`config.mk`:
```
export PLATFORM = sky130hd
export DESIGN_NAME = l2_trace_dispatcher_flat
export DESIGN_NICKNAME = d
export VERILOG_FILES = /design/src/rtl/cache_config_pkg.sv /design/src/rtl/l2_trace_dispatcher_if.sv /design/src/rtl/trace_fifo.sv /design/src/rtl/l2_trace_dispatcher.sv /design/src/flat_wrapper.sv
export SDC_FILE = /design/constraint.sdc
export NUM_CORES = 1
export LEC_CHECK = 0
export CAP_MARGIN = 10
export CORE_MARGIN = 2
export CORE_UTILIZATION = 30
export DETAILED_ROUTE_END_ITERATION = 16
export DONT_BUFFER_PORTS = 1
export PLACE_DENSITY_LB_ADDON = 0.08
export SLEW_MARGIN = 20
export SYNTH_ARGS = -nofsm -noshare
export SYNTH_HDL_FRONTEND = slang
export SYNTH_HIERARCHICAL = 1
export SYNTH_SLANG_ARGS = --single-unit
```
`constraint.sdc`:
```
create_clock -name clk -period 6.9 [get_ports clk]
set_clock_uncertainty 0.2 [all_clocks]
set_input_delay 0.345 -clock clk [delete_from_list [all_inputs] [get_ports clk]]
set_output_delay 0.345 -clock clk [all_outputs]
set_load 0.01 [all_outputs]
```
`src/rtl/cache_config_pkg.sv`:
```
// Shared L2 cache geometry, trace opcodes and dispatcher types.
// Address layout: tag [31:20], set index [19:6], block offset [5:0].
package cache_config_pkg;

    localparam int TAG_BITS          = 12;
    localparam int INDEX_BITS        = 14;
    localparam int BLOCK_OFFSET_BITS = 6;
    localparam int ADDR_BITS         = TAG_BITS + INDEX_BITS + BLOCK_OFFSET_BITS;

    typedef enum logic [3:0] {
        RD_L1D   = 4'd0,
        WR_L1D   = 4'd1,
        RD_L1I   = 4'd2,
        SNP_RD   = 4'd3,
        SNP_WR   = 4'd4,
        SNP_RWIM = 4'd5,
        SNP_INV  = 4'd6,
        CLR      = 4'd8,
        PRT      = 4'd9
    } trace_op_e;

    typedef enum logic [2:0] {
        ST_IDLE     = 3'd0,
        ST_ISSUE    = 3'd1,
        ST_WAIT_RSP = 3'd2,
        ST_CLEAR    = 3'd3,
        ST_PRINT    = 3'd4
    } disp_state_e;

    typedef struct packed {
        logic [3:0]           op;
        logic [ADDR_BITS-1:0] addr;
    } trace_cmd_t;

    localparam int CMD_W = $bits(trace_cmd_t);

endpackage

```
`src/rtl/l2_trace_dispatcher_if.sv`:
```
// Trace-in, cache-request and cache-response signals of the dispatcher.
// slave = dispatcher side, master = reader/controller side.
interface l2_trace_dispatcher_if;
    import cache_config_pkg::*;

    logic                         in_valid;
    logic                         in_ready;
    logic [3:0]                   in_op;
    logic [ADDR_BITS-1:0]         in_addr;

    logic                         req_valid;
    logic                         req_ready;
    logic [2:0]                   req_op;
    logic [ADDR_BITS-1:0]         req_addr;
    logic [TAG_BITS-1:0]          req_tag;
    logic [INDEX_BITS-1:0]        req_index;
    logic [BLOCK_OFFSET_BITS-1:0] req_offset;

    logic                         rsp_valid;
    logic                         rsp_hit;

    modport slave (
        input  in_valid, in_op, in_addr,
        output in_ready,
        output req_valid, req_op, req_addr,
        output req_tag, req_index, req_offset,
        input  req_ready,
        input  rsp_valid, rsp_hit
    );

    modport master (
        output in_valid, in_op, in_addr,
        input  in_ready,
        input  req_valid, req_op, req_addr,
        input  req_tag, req_index, req_offset,
        output req_ready,
        output rsp_valid, rsp_hit
    );

endinterface

```
`src/rtl/trace_fifo.sv`:
```
// Synchronous FIFO holding trace commands between the reader and dispatcher.
// Head entry is presented combinationally on rdata whenever not empty.
module trace_fifo #(
    parameter int DEPTH = 8,
    parameter int WIDTH = 36
) (
    input  logic             clk,
    input  logic             rst,
    input  logic             push,
    input  logic             pop,
    input  logic [WIDTH-1:0] wdata,
    output logic [WIDTH-1:0] rdata,
    output logic             full,
    output logic             empty
);

    localparam int AW = $clog2(DEPTH);

    logic [WIDTH-1:0] mem_q [DEPTH];
    logic [AW-1:0]    wr_ptr_q, wr_ptr_d;
    logic [AW-1:0]    rd_ptr_q, rd_ptr_d;
    logic [AW:0]      cnt_q, cnt_d;
    logic             do_push, do_pop;

    assign full    = (cnt_q == (AW+1)'(DEPTH));
    assign empty   = (cnt_q == '0);
    assign do_push = push && !full;
    assign do_pop  = pop && !empty;
    assign rdata   = mem_q[rd_ptr_q];

    always_comb begin
        wr_ptr_d = wr_ptr_q;
        rd_ptr_d = rd_ptr_q;
        cnt_d    = cnt_q;
        if (do_push) wr_ptr_d = wr_ptr_q + AW'(1);
        if (do_pop)  rd_ptr_d = rd_ptr_q + AW'(1);
        case ({do_push, do_pop})
            2'b10:   cnt_d = cnt_q + (AW+1)'(1);
            2'b01:   cnt_d = cnt_q - (AW+1)'(1);
            default: cnt_d = cnt_q;
        endcase
    end

    always_ff @(posedge clk) begin
        if (rst) begin
            wr_ptr_q <= '0;
            rd_ptr_q <= '0;
            cnt_q    <= '0;
        end else begin
            wr_ptr_q <= wr_ptr_d;
            rd_ptr_q <= rd_ptr_d;
            cnt_q    <= cnt_d;
        end
    end

    // Storage needs no reset: occupancy alone decides what is valid.
    always_ff @(posedge clk) begin
        if (do_push) mem_q[wr_ptr_q] <= wdata;
    end

endmodule

```
`src/rtl/l2_trace_dispatcher.sv`:
```
// Feeds trace commands to the L2 controller one at a time, executes
// clear/print locally and keeps saturating processor-reference statistics.
module l2_trace_dispatcher
    import cache_config_pkg::*;
#(
    parameter int DEPTH = 8,
    parameter int CNT_W = 32
) (
    input  logic                   clk,
    input  logic                   rst,
    l2_trace_dispatcher_if.slave   io,
    output logic                   clear_pulse,
    output logic                   print_pulse,
    output logic                   bad_op,
    output logic                   busy,
    output logic [CNT_W-1:0]       cnt_reads,
    output logic [CNT_W-1:0]       cnt_writes,
    output logic [CNT_W-1:0]       cnt_hits,
    output logic [CNT_W-1:0]       cnt_misses
);

    disp_state_e          state_q, state_d;
    logic [2:0]           req_op_q, req_op_d;
    logic [ADDR_BITS-1:0] req_addr_q, req_addr_d;
    logic                 bad_op_q, bad_op_d;
    logic [CNT_W-1:0]     rd_q, rd_d;
    logic [CNT_W-1:0]     wr_q, wr_d;
    logic [CNT_W-1:0]     hit_q, hit_d;
    logic [CNT_W-1:0]     miss_q, miss_d;

    logic                 fifo_full, fifo_empty, pop;
    trace_cmd_t           in_cmd, head;
    logic                 is_cache, is_clr, is_prt;

    assign in_cmd = '{op: io.in_op, addr: io.in_addr};

    trace_fifo #(
        .DEPTH (DEPTH),
        .WIDTH (CMD_W)
    ) u_fifo (
        .clk   (clk),
        .rst   (rst),
        .push  (io.in_valid && !fifo_full),
        .pop   (pop),
        .wdata (in_cmd),
        .rdata (head),
        .full  (fifo_full),
        .empty (fifo_empty)
    );

    assign is_cache = (head.op <= SNP_INV);
    assign is_clr   = (head.op == CLR);
    assign is_prt   = (head.op == PRT);

    function automatic logic [CNT_W-1:0] sat_inc(input logic [CNT_W-1:0] v);
        return (&v) ? v : v + CNT_W'(1);
    endfunction

    always_comb begin
        state_d    = state_q;
        req_op_d   = req_op_q;
        req_addr_d = req_addr_q;
        bad_op_d   = 1'b0;
        rd_d       = rd_q;
        wr_d       = wr_q;
        hit_d      = hit_q;
        miss_d     = miss_q;
        pop        = 1'b0;
        case (state_q)
            ST_IDLE: begin
                if (!fifo_empty) begin
                    pop = 1'b1;
                    unique case (1'b1)
                        is_cache: begin
                            req_op_d   = head.op[2:0];
                            req_addr_d = head.addr;
                            state_d    = ST_ISSUE;
                        end
                        is_clr:  state_d  = ST_CLEAR;
                        is_prt:  state_d  = ST_PRINT;
                        default: bad_op_d = 1'b1;
                    endcase
                end
            end
            ST_ISSUE: begin
                if (io.req_ready) state_d = ST_WAIT_RSP;
            end
            ST_WAIT_RSP: begin
                if (io.rsp_valid) begin
                    // Only processor-side references are counted; snoops are not.
                    if (req_op_q <= 3'(RD_L1I)) begin
                        if (req_op_q == 3'(WR_L1D)) wr_d = sat_inc(wr_q);
                        else                        rd_d = sat_inc(rd_q);
                        if (io.rsp_hit) hit_d  = sat_inc(hit_q);
                        else            miss_d = sat_inc(miss_q);
                    end
                    state_d = ST_IDLE;
                end
            end
            ST_CLEAR: begin
                rd_d    = '0;
                wr_d    = '0;
                hit_d   = '0;
                miss_d  = '0;
                state_d = ST_IDLE;
            end
            ST_PRINT: state_d = ST_IDLE;
            default:  state_d = ST_IDLE;
        endcase
    end

    always_ff @(posedge clk) begin
        if (rst) begin
            state_q    <= ST_IDLE;
            req_op_q   <= '0;
            req_addr_q <= '0;
            bad_op_q   <= 1'b0;
            rd_q       <= '0;
            wr_q       <= '0;
            hit_q      <= '0;
            miss_q     <= '0;
        end else begin
            state_q    <= state_d;
            req_op_q   <= req_op_d;
            req_addr_q <= req_addr_d;
            bad_op_q   <= bad_op_d;
            rd_q       <= rd_d;
            wr_q       <= wr_d;
            hit_q      <= hit_d;
            miss_q     <= miss_d;
        end
    end

    assign io.in_ready   = !fifo_full;
    assign io.req_valid  = (state_q == ST_ISSUE);
    assign io.req_op     = req_op_q;
    assign io.req_addr   = req_addr_q;
    assign io.req_tag    = req_addr_q[ADDR_BITS-1 -: TAG_BITS];
    assign io.req_index  = req_addr_q[BLOCK_OFFSET_BITS +: INDEX_BITS];
    assign io.req_offset = req_addr_q[BLOCK_OFFSET_BITS-1:0];

    assign clear_pulse = (state_q == ST_CLEAR);
    assign print_pulse = (state_q == ST_PRINT);
    assign bad_op      = bad_op_q;
    assign busy        = !fifo_empty || (state_q != ST_IDLE);

    assign cnt_reads  = rd_q;
    assign cnt_writes = wr_q;
    assign cnt_hits   = hit_q;
    assign cnt_misses = miss_q;

endmodule

```
`src/flat_wrapper.sv`:
```
// flat-port wrapper written by rule: the top's interface ports become plain ports
module l2_trace_dispatcher_flat import cache_config_pkg::*;
#(
    parameter int DEPTH = 8,
    parameter int CNT_W = 32
)
  (clk, rst, clear_pulse, print_pulse, bad_op, busy, cnt_reads, cnt_writes, cnt_hits, cnt_misses, io_in_valid, io_in_op, io_in_addr, io_in_ready, io_req_valid, io_req_op, io_req_addr, io_req_tag, io_req_index, io_req_offset, io_req_ready, io_rsp_valid, io_rsp_hit);
  l2_trace_dispatcher_if io_i ();
  input  logic clk;
  input  logic rst;
  output logic clear_pulse;
  output logic print_pulse;
  output logic bad_op;
  output logic busy;
  output logic [CNT_W-1:0] cnt_reads;
  output logic [CNT_W-1:0] cnt_writes;
  output logic [CNT_W-1:0] cnt_hits;
  output logic [CNT_W-1:0] cnt_misses;
  input wire logic [$bits(io_i.in_valid)-1:0] io_in_valid;
  input wire logic [$bits(io_i.in_op)-1:0] io_in_op;
  input wire logic [$bits(io_i.in_addr)-1:0] io_in_addr;
  output wire logic [$bits(io_i.in_ready)-1:0] io_in_ready;
  output wire logic [$bits(io_i.req_valid)-1:0] io_req_valid;
  output wire logic [$bits(io_i.req_op)-1:0] io_req_op;
  output wire logic [$bits(io_i.req_addr)-1:0] io_req_addr;
  output wire logic [$bits(io_i.req_tag)-1:0] io_req_tag;
  output wire logic [$bits(io_i.req_index)-1:0] io_req_index;
  output wire logic [$bits(io_i.req_offset)-1:0] io_req_offset;
  input wire logic [$bits(io_i.req_ready)-1:0] io_req_ready;
  input wire logic [$bits(io_i.rsp_valid)-1:0] io_rsp_valid;
  input wire logic [$bits(io_i.rsp_hit)-1:0] io_rsp_hit;
  assign io_i.in_valid = io_in_valid;
  assign io_i.in_op = io_in_op;
  assign io_i.in_addr = io_in_addr;
  assign io_in_ready = io_i.in_ready;
  assign io_req_valid = io_i.req_valid;
  assign io_req_op = io_i.req_op;
  assign io_req_addr = io_i.req_addr;
  assign io_req_tag = io_i.req_tag;
  assign io_req_index = io_i.req_index;
  assign io_req_offset = io_i.req_offset;
  assign io_i.req_ready = io_req_ready;
  assign io_i.rsp_valid = io_rsp_valid;
  assign io_i.rsp_hit = io_rsp_hit;
  l2_trace_dispatcher #(.DEPTH(DEPTH), .CNT_W(CNT_W)) u_core (.clk(clk), .rst(rst), .io(io_i), .clear_pulse(clear_pulse), .print_pulse(print_pulse), .bad_op(bad_op), .busy(busy), .cnt_reads(cnt_reads), .cnt_writes(cnt_writes), .cnt_hits(cnt_hits), .cnt_misses(cnt_misses));
endmodule
```
### After elaboration in Yosys (flattened, before gate mapping)

Memories as Yosys holds them, arrays and structs flattened. A register that Yosys moved wholly into a read port is not among the register bits.
Index checks and enable logic that the tools add are counted.

| cells by class | value |
|---|---|
| eq/ne operators | 23 |
| multipliers | 0 |
| mux-type cells | 33 |
| reduce and logical (&&, ||, !) cells | 23 |
| magnitude comparators | 2 |
| $add $sub $neg | 8 |
| shift-type cells | 0 |
| div/mod/pow operators | 0 |
| bitwise logic cells | 2 |

Operators by type and width:

| cell | number |
|---|---|
| $mux 32 | 16 |
| $pmux 32 s2 | 4 |
| $add 32x1->32 const B | 4 |
| $reduce_and 32->1 | 4 |
| $reduce_and 5->1 | 4 |
| $ne 2x2->1 const B | 9 |
| $pmux 3 s3 | 2 |
| $mux 3 | 5 |
| $eq 4x4->1 const B | 3 |
| $pmux 4 s2 | 1 |
| $add 3x1->3 const B | 2 |
| $eq 3x1->1 const B | 2 |
| $eq 3x2->1 const B | 2 |
| $ne 2x1->1 const B | 3 |
| $reduce_or 3->1 | 2 |
| $mux 1 | 5 |
| $add 4x1->4 const B | 1 |
| $le 4x3->1 const B | 1 |
| $logic_not 4->1 | 1 |
| $ne 4x1->1 const B | 1 |
| $reduce_and 4->1 | 1 |
| $reduce_bool 2->1 | 2 |
| $sub 4x1->4 const B | 1 |
| $eq 3x3->1 const B | 1 |
| other kinds (10) | 14 |

| storage, ports and cells | value |
|---|---|
| output and inout port bits | 201 |
| memory bits (writable) | 288 |
| bits of input ports | 42 |
| logic and storage cells | 103 |
| bits in latches | 0 |
| memory bits (read-only) | 0 |
| memories | 1 |
| register bits | 177 |

Memories:

| name | words | width | read ports | clocked after Yosys merged registers in | write ports | line | RTL |
|---|---|---|---|---|---|---|---|
| u_core.u_fifo.mem_q | 8 | 36 | 1 | 1 | 1 | trace_fifo.sv:19 | `logic [WIDTH-1:0] mem_q [DEPTH];` |

### Longest topological paths before layout

| depth | value |
|---|---|
| depth after elaboration | 6 |
| gate-level depth with buffers | 13 |
| gate-level depth less buffers | 11 |

### Modules after synthesis

The synthesis kept the hierarchy.

By module, submodules not included:

| module | sequential area each (µm²) | area an instance (µm²) | cells each | instances |
|---|---|---|---|---|
| trace_fifo | 8,908.5 | 11,609.9 | 490 | 1 |
| l2_trace_dispatcher | 3,343.2 | 8,511.9 | 1,061 | 1 |

### Least setup slack after synthesis

Ideal clock, no wire load.

| path | value |
|---|---|
| path kind | reg2reg |
| start | register u_core.u_fifo.cnt_q[0] |
| end | memory u_core.u_fifo.mem_q[0][0], enable pin |
| required time | 6.181 ns |
| path buffers | 1 |
| setup slack | 1.613 ns |
| setup time | 0.519 ns |
| arrival time | 4.567 ns |
| stages on the path, launching flop included | 7 |
| cell sequence | dfxtp_1 or4b_4 buf_6 inv_1 nor2b_1 nand2_4 nor4_1 |

| on the way | value |
|---|---|
| longest elaborated chain between the ends | 6 |

RTL lines:

| what | line | RTL |
|---|---|---|
| from (decl) | trace_fifo.sv:22 | `logic [AW:0] cnt_q, cnt_d;` |
| from (signal assigned) | trace_fifo.sv:52 | `cnt_q <= cnt_d;` |
| $eq 4x4->1 * | trace_fifo.sv:25 | `assign full = (cnt_q == (AW+1)'(DEPTH));` |
| via u_core.fifo_full | l2_trace_dispatcher.sv:31 | `logic fifo_full, fifo_empty, pop;` |
| $logic_not 1->1 * | trace_fifo.sv:27, l2_trace_dispatcher.sv:43 |  |
| $logic_and 1x1->1 | l2_trace_dispatcher.sv:43 | `.push (io.in_valid && !fifo_full),` |
| $logic_and 1x1->1 * | trace_fifo.sv:27 | `assign do_push = push && !full;` |
| $mux 1 * | trace_fifo.sv:58 | `if (do_push) mem_q[wr_ptr_q] <= wdata;` |
| $mux 1 (implied by the code) * | trace_fifo.sv:58 |  |
| to (decl) | trace_fifo.sv:19 |  |

Mark *: on every way through the listed nets, which the timed path passes. The rest lies on a longest branch.

==> metrics.csv <==
metric,value,unit
status,"finished, final reports clean",
"Max FO, Critical Path",38,
RSZ-0062 raised after global routing,no,
post-synthesis register bit count,468,
Synth Area in Simple Gates,0.127,
"most common cell after layout, fill and taps aside",edfxtp_1,
Top Ports,243,
most frequent cells in the layout,"edfxtp_1, dfxtp_1, nand2_1, a21oi_1",
"critical path, cell by cell",buf_4 > mux4_1 > mux2_2 > a21o_1 > a22o_1 > o311ai_0 > nand2_1 > a2111oi_0,
Synth Cell Area,0.0201,sq mm
Final Setup Violations,0,
I/O Buffers,0,
WP depth,8,
fill cell count,6535,
num rows,94,
FF-to-FF path depth,8,
Worst-Skew Late Latency,0.64,ns
Total Neg Setup Slack,0,ns
largest net degree at the start of global routing,84,
routed wire length,56400,microns
# hold bufs at CTS,43,
syn_nets,1602,
GPL Wtd Cong,0.806,
pre-CTS WS,3.10,ns
xor and xnor area share after synthesis,0.00305,
routed vias,13100,
GRT Total Usage,0.160,
Post-synth top flop,edfxtp_1,
crit-path max cell delay,0.71,ns
cell family with most CP delay,compound AO/OA/AOI/OAI gates,
sequential cell fraction of total power,0.456,
leakage,6.98,nW
Min-Delay Path Class,in2reg,
Met2 Wirelength,26700,microns
Post-Synthesis Cells,1551,
pwr/cell area,341,mW/mm^2
startpoint types,register,
Synth Area in Compound Gates,0.108,
Root Buffer,clkbuf_16,
clk buf depth,3,
worst setup margin,3.22,ns
Worst Path Arrival,3.98,ns
adder-cell share of the synthesized area,0.00560,
Post-synth EDFFs,288,
post-route insts no fill,2471,
maximum vdd drop,0.000185,V
Residual DRC,0,
first-pass GRT wire length,85300,microns
Critical Path RT,7.20,ns
antenna violations before repair,8,
Die ar.,0.0692,sq mm
hpwl dp,33600,microns
Final min period,3.68,ns
Slew HR,0.336,
"Reg clk slew, reported paths",0.05,ns
vias in the first global route,12900,
Setup Crit Path Kind,reg2reg,
ys async rst share,0,
metal3 WL,3680,microns
Num CTS Buffers,55,
CP bufs+invs,1,
CP Capture Type,register,
"Slew Viols, Final",0,
core footprint,0.0661,sq mm
Mean Syn Cell Area,13.0,sq um
"antenna viol nets, final",0,
area grow syn2layout,14.4,%
wire length on met1,24900,microns
internal power,5.54,mW
Crit-path slowest cell,dfxtp_4,
wire per inst,22.8,microns
Ys Warns,6,
share of total power in the clock network,0.367,
worst slew pin tran,0.996,ns
sequential share of the synthesized area,0.609,
placed cells,2323,
Initial DRC Count,1003,
clk sink count,468,
endpoints failing hold,0,
vias per cell,5.31,
drt first pass iters,5,
Layout Nets,1610,
Comb power frac,0.177,
global route overflow,0,
NetSw,2.32,mW
hold path depth,3,
Die H,263,microns
post_cts resized,0,
Top Metal Used,met5,
die width,263,microns
multiplexer area fraction after synthesis,0.111,
share of layout cells above drive strength 1,0.140,
largest family of logic cells by synthesized area,simple AND/OR/NAND/NOR gates,
H-tree levels,2,
Final period util,0.533,
Initial Util,0.304,
Switching Fraction,0.295,
Post-CTS Setup Bufs,0,
Max-cap violations,0,
Max Clk Rate,0.272,GHz
CTS tree,built,
post-synth cell types,75,
-- synthesized netlist by cell type (4+ instances only) --
| library cell | count | area [sq um] |
|---|---|---|
| a211oi_1 | 4 | 30.0 |
| a21o_1 | 4 | 30.0 |
| a21oi_1 | 77 | 385 |
| a31oi_1 | 22 | 138 |
| and2_1 | 14 | 87.6 |
| and3_1 | 20 | 125 |
| and4_1 | 8 | 70.1 |
| buf_1 | 8 | 30.0 |
| buf_2 | 21 | 105 |
| buf_4 | 34 | 255 |
| buf_6 | 7 | 78.8 |
| clkbuf_1 | 37 | 139 |
| dfxtp_1 | 180 | 3600 |
| edfxtp_1 | 288 | 8650 |
| ha_1 | 9 | 113 |
| inv_1 | 22 | 82.6 |
| mux2_2 | 37 | 417 |
| mux2i_1 | 10 | 100 |
| mux4_1 | 27 | 709 |
| mux4_2 | 45 | 1010 |
| nand2_1 | 164 | 616 |
| nand2b_1 | 10 | 62.6 |
| nand3_1 | 62 | 310 |
| nand4_1 | 38 | 238 |
| nor2_1 | 65 | 244 |
| nor2b_1 | 7 | 43.8 |
| nor3_1 | 28 | 140 |
| nor4_1 | 12 | 75.1 |
| o211ai_1 | 56 | 420 |
| o21a_1 | 5 | 37.5 |
| o21ai_0 | 30 | 150 |
| o21ai_1 | 7 | 35.0 |
| o311ai_0 | 19 | 166 |
| o31ai_1 | 57 | 428 |
| o41ai_1 | 14 | 123 |
| or2_2 | 7 | 43.8 |
| or3_1 | 26 | 163 |
| or4_1 | 12 | 90.1 |
| xor2_1 | 6 | 52.6 |
-- power by group through the flow --
stage | registers (mW) | logic [mW] | clock network [mW]
floorplan | 3.47 | 1.24 | 0
global route | 3.63 | 1.55 | 3.10
finish | 3.58 | 1.39 | 2.89
detailed placement | 3.66 | 1.38 | 0
global placement | 3.66 | 1.37 | 0
CTS | 3.60 | 1.44 | 3.00
-- cells by family after synthesis --
family | Yosys count
AOI/OAI and AO/OA | 318
xor gates and xnor gates | 7
adders and majority gates | 9
buffers and inverters | 134
DFF | 468
muxes | 119
and+or+nand+nor | 496
-- final timing paths --
| check | startpoint | to | slack, ns |
|---|---|---|---|
| worst max-delay path | register | u_core/state_q[0]$_SDFFE_PP0P_ | 3.22 |
| worst min-delay path | rst | u_core/bad_op$_SDFF_PP0_ | 0.1 |
| worst max register to register | register | u_core/state_q[0]$_SDFFE_PP0P_ | 3.22 |
| worst min register to register | u_core/u_fifo/rd_ptr_q[2]$_SDFFE_PP0P_ | register | 0.32 |
-- stage by stage --
| stage | power [mW] | util | hold WS (ns) | area [sq um] |
|---|---|---|---|---|
| 2_1_floorplan | 4.71 | - | 0.244 | 20100 |
| 3_3_place_gp | 5.03 | 0.314 | 0.244 | 20800 |
| 3_5_place_dp | 5.04 | 0.314 | 0.244 | 20800 |
| 4_1_cts | 8.04 | 0.348 | 0.0643 | 23000 |
| 5_1_grt | 8.28 | 0.348 | 0.0942 | 23000 |
| 6_report | 7.86 | 0.348 | 0.0954 | 23000 |
-- worst min-delay path, delay by kind of cell --
kind                   cells  cell delay (ns)
buffers and inverters      2             0.29
and+or+nand+nor            1             0.22
-- state kept, by name (all words and copies together), names as in the netlist, 4 cells and up, named ones only --
| signal | cells |
|---|---|
| u_core/u_fifo/mem_q | 288 |
| u_core/cnt_writes | 32 |
| u_core/u_fifo/cnt_q | 4 |
| u_core/cnt_reads | 32 |
| u_core/io.req_addr | 32 |
| u_core/cnt_hits | 32 |
| u_core/cnt_misses | 32 |
-- per-layer routing --
layer	track usage	vias to the layer above
met5	0	-
met4	0.0392	10
met3	0.0433	87
met2	0.262	318
met1	0.211	6607
li1	-	6094
-- final cells by class --
type,instances,area [sq um],share of cell area
Inverter,23,86.3,0.00375
Antenna cell,2,5.00,0.000217
Sequential cell,468,12300,0.532
Tap cell,864,1080,0.0469
Clock inverter,22,249,0.0108
Clock buffer,81,1560,0.0679
Timing Repair Buffer,62,591,0.0256
Multi-Input combinational cell,949,7190,0.312
Power figures use the tool's default switching activity.
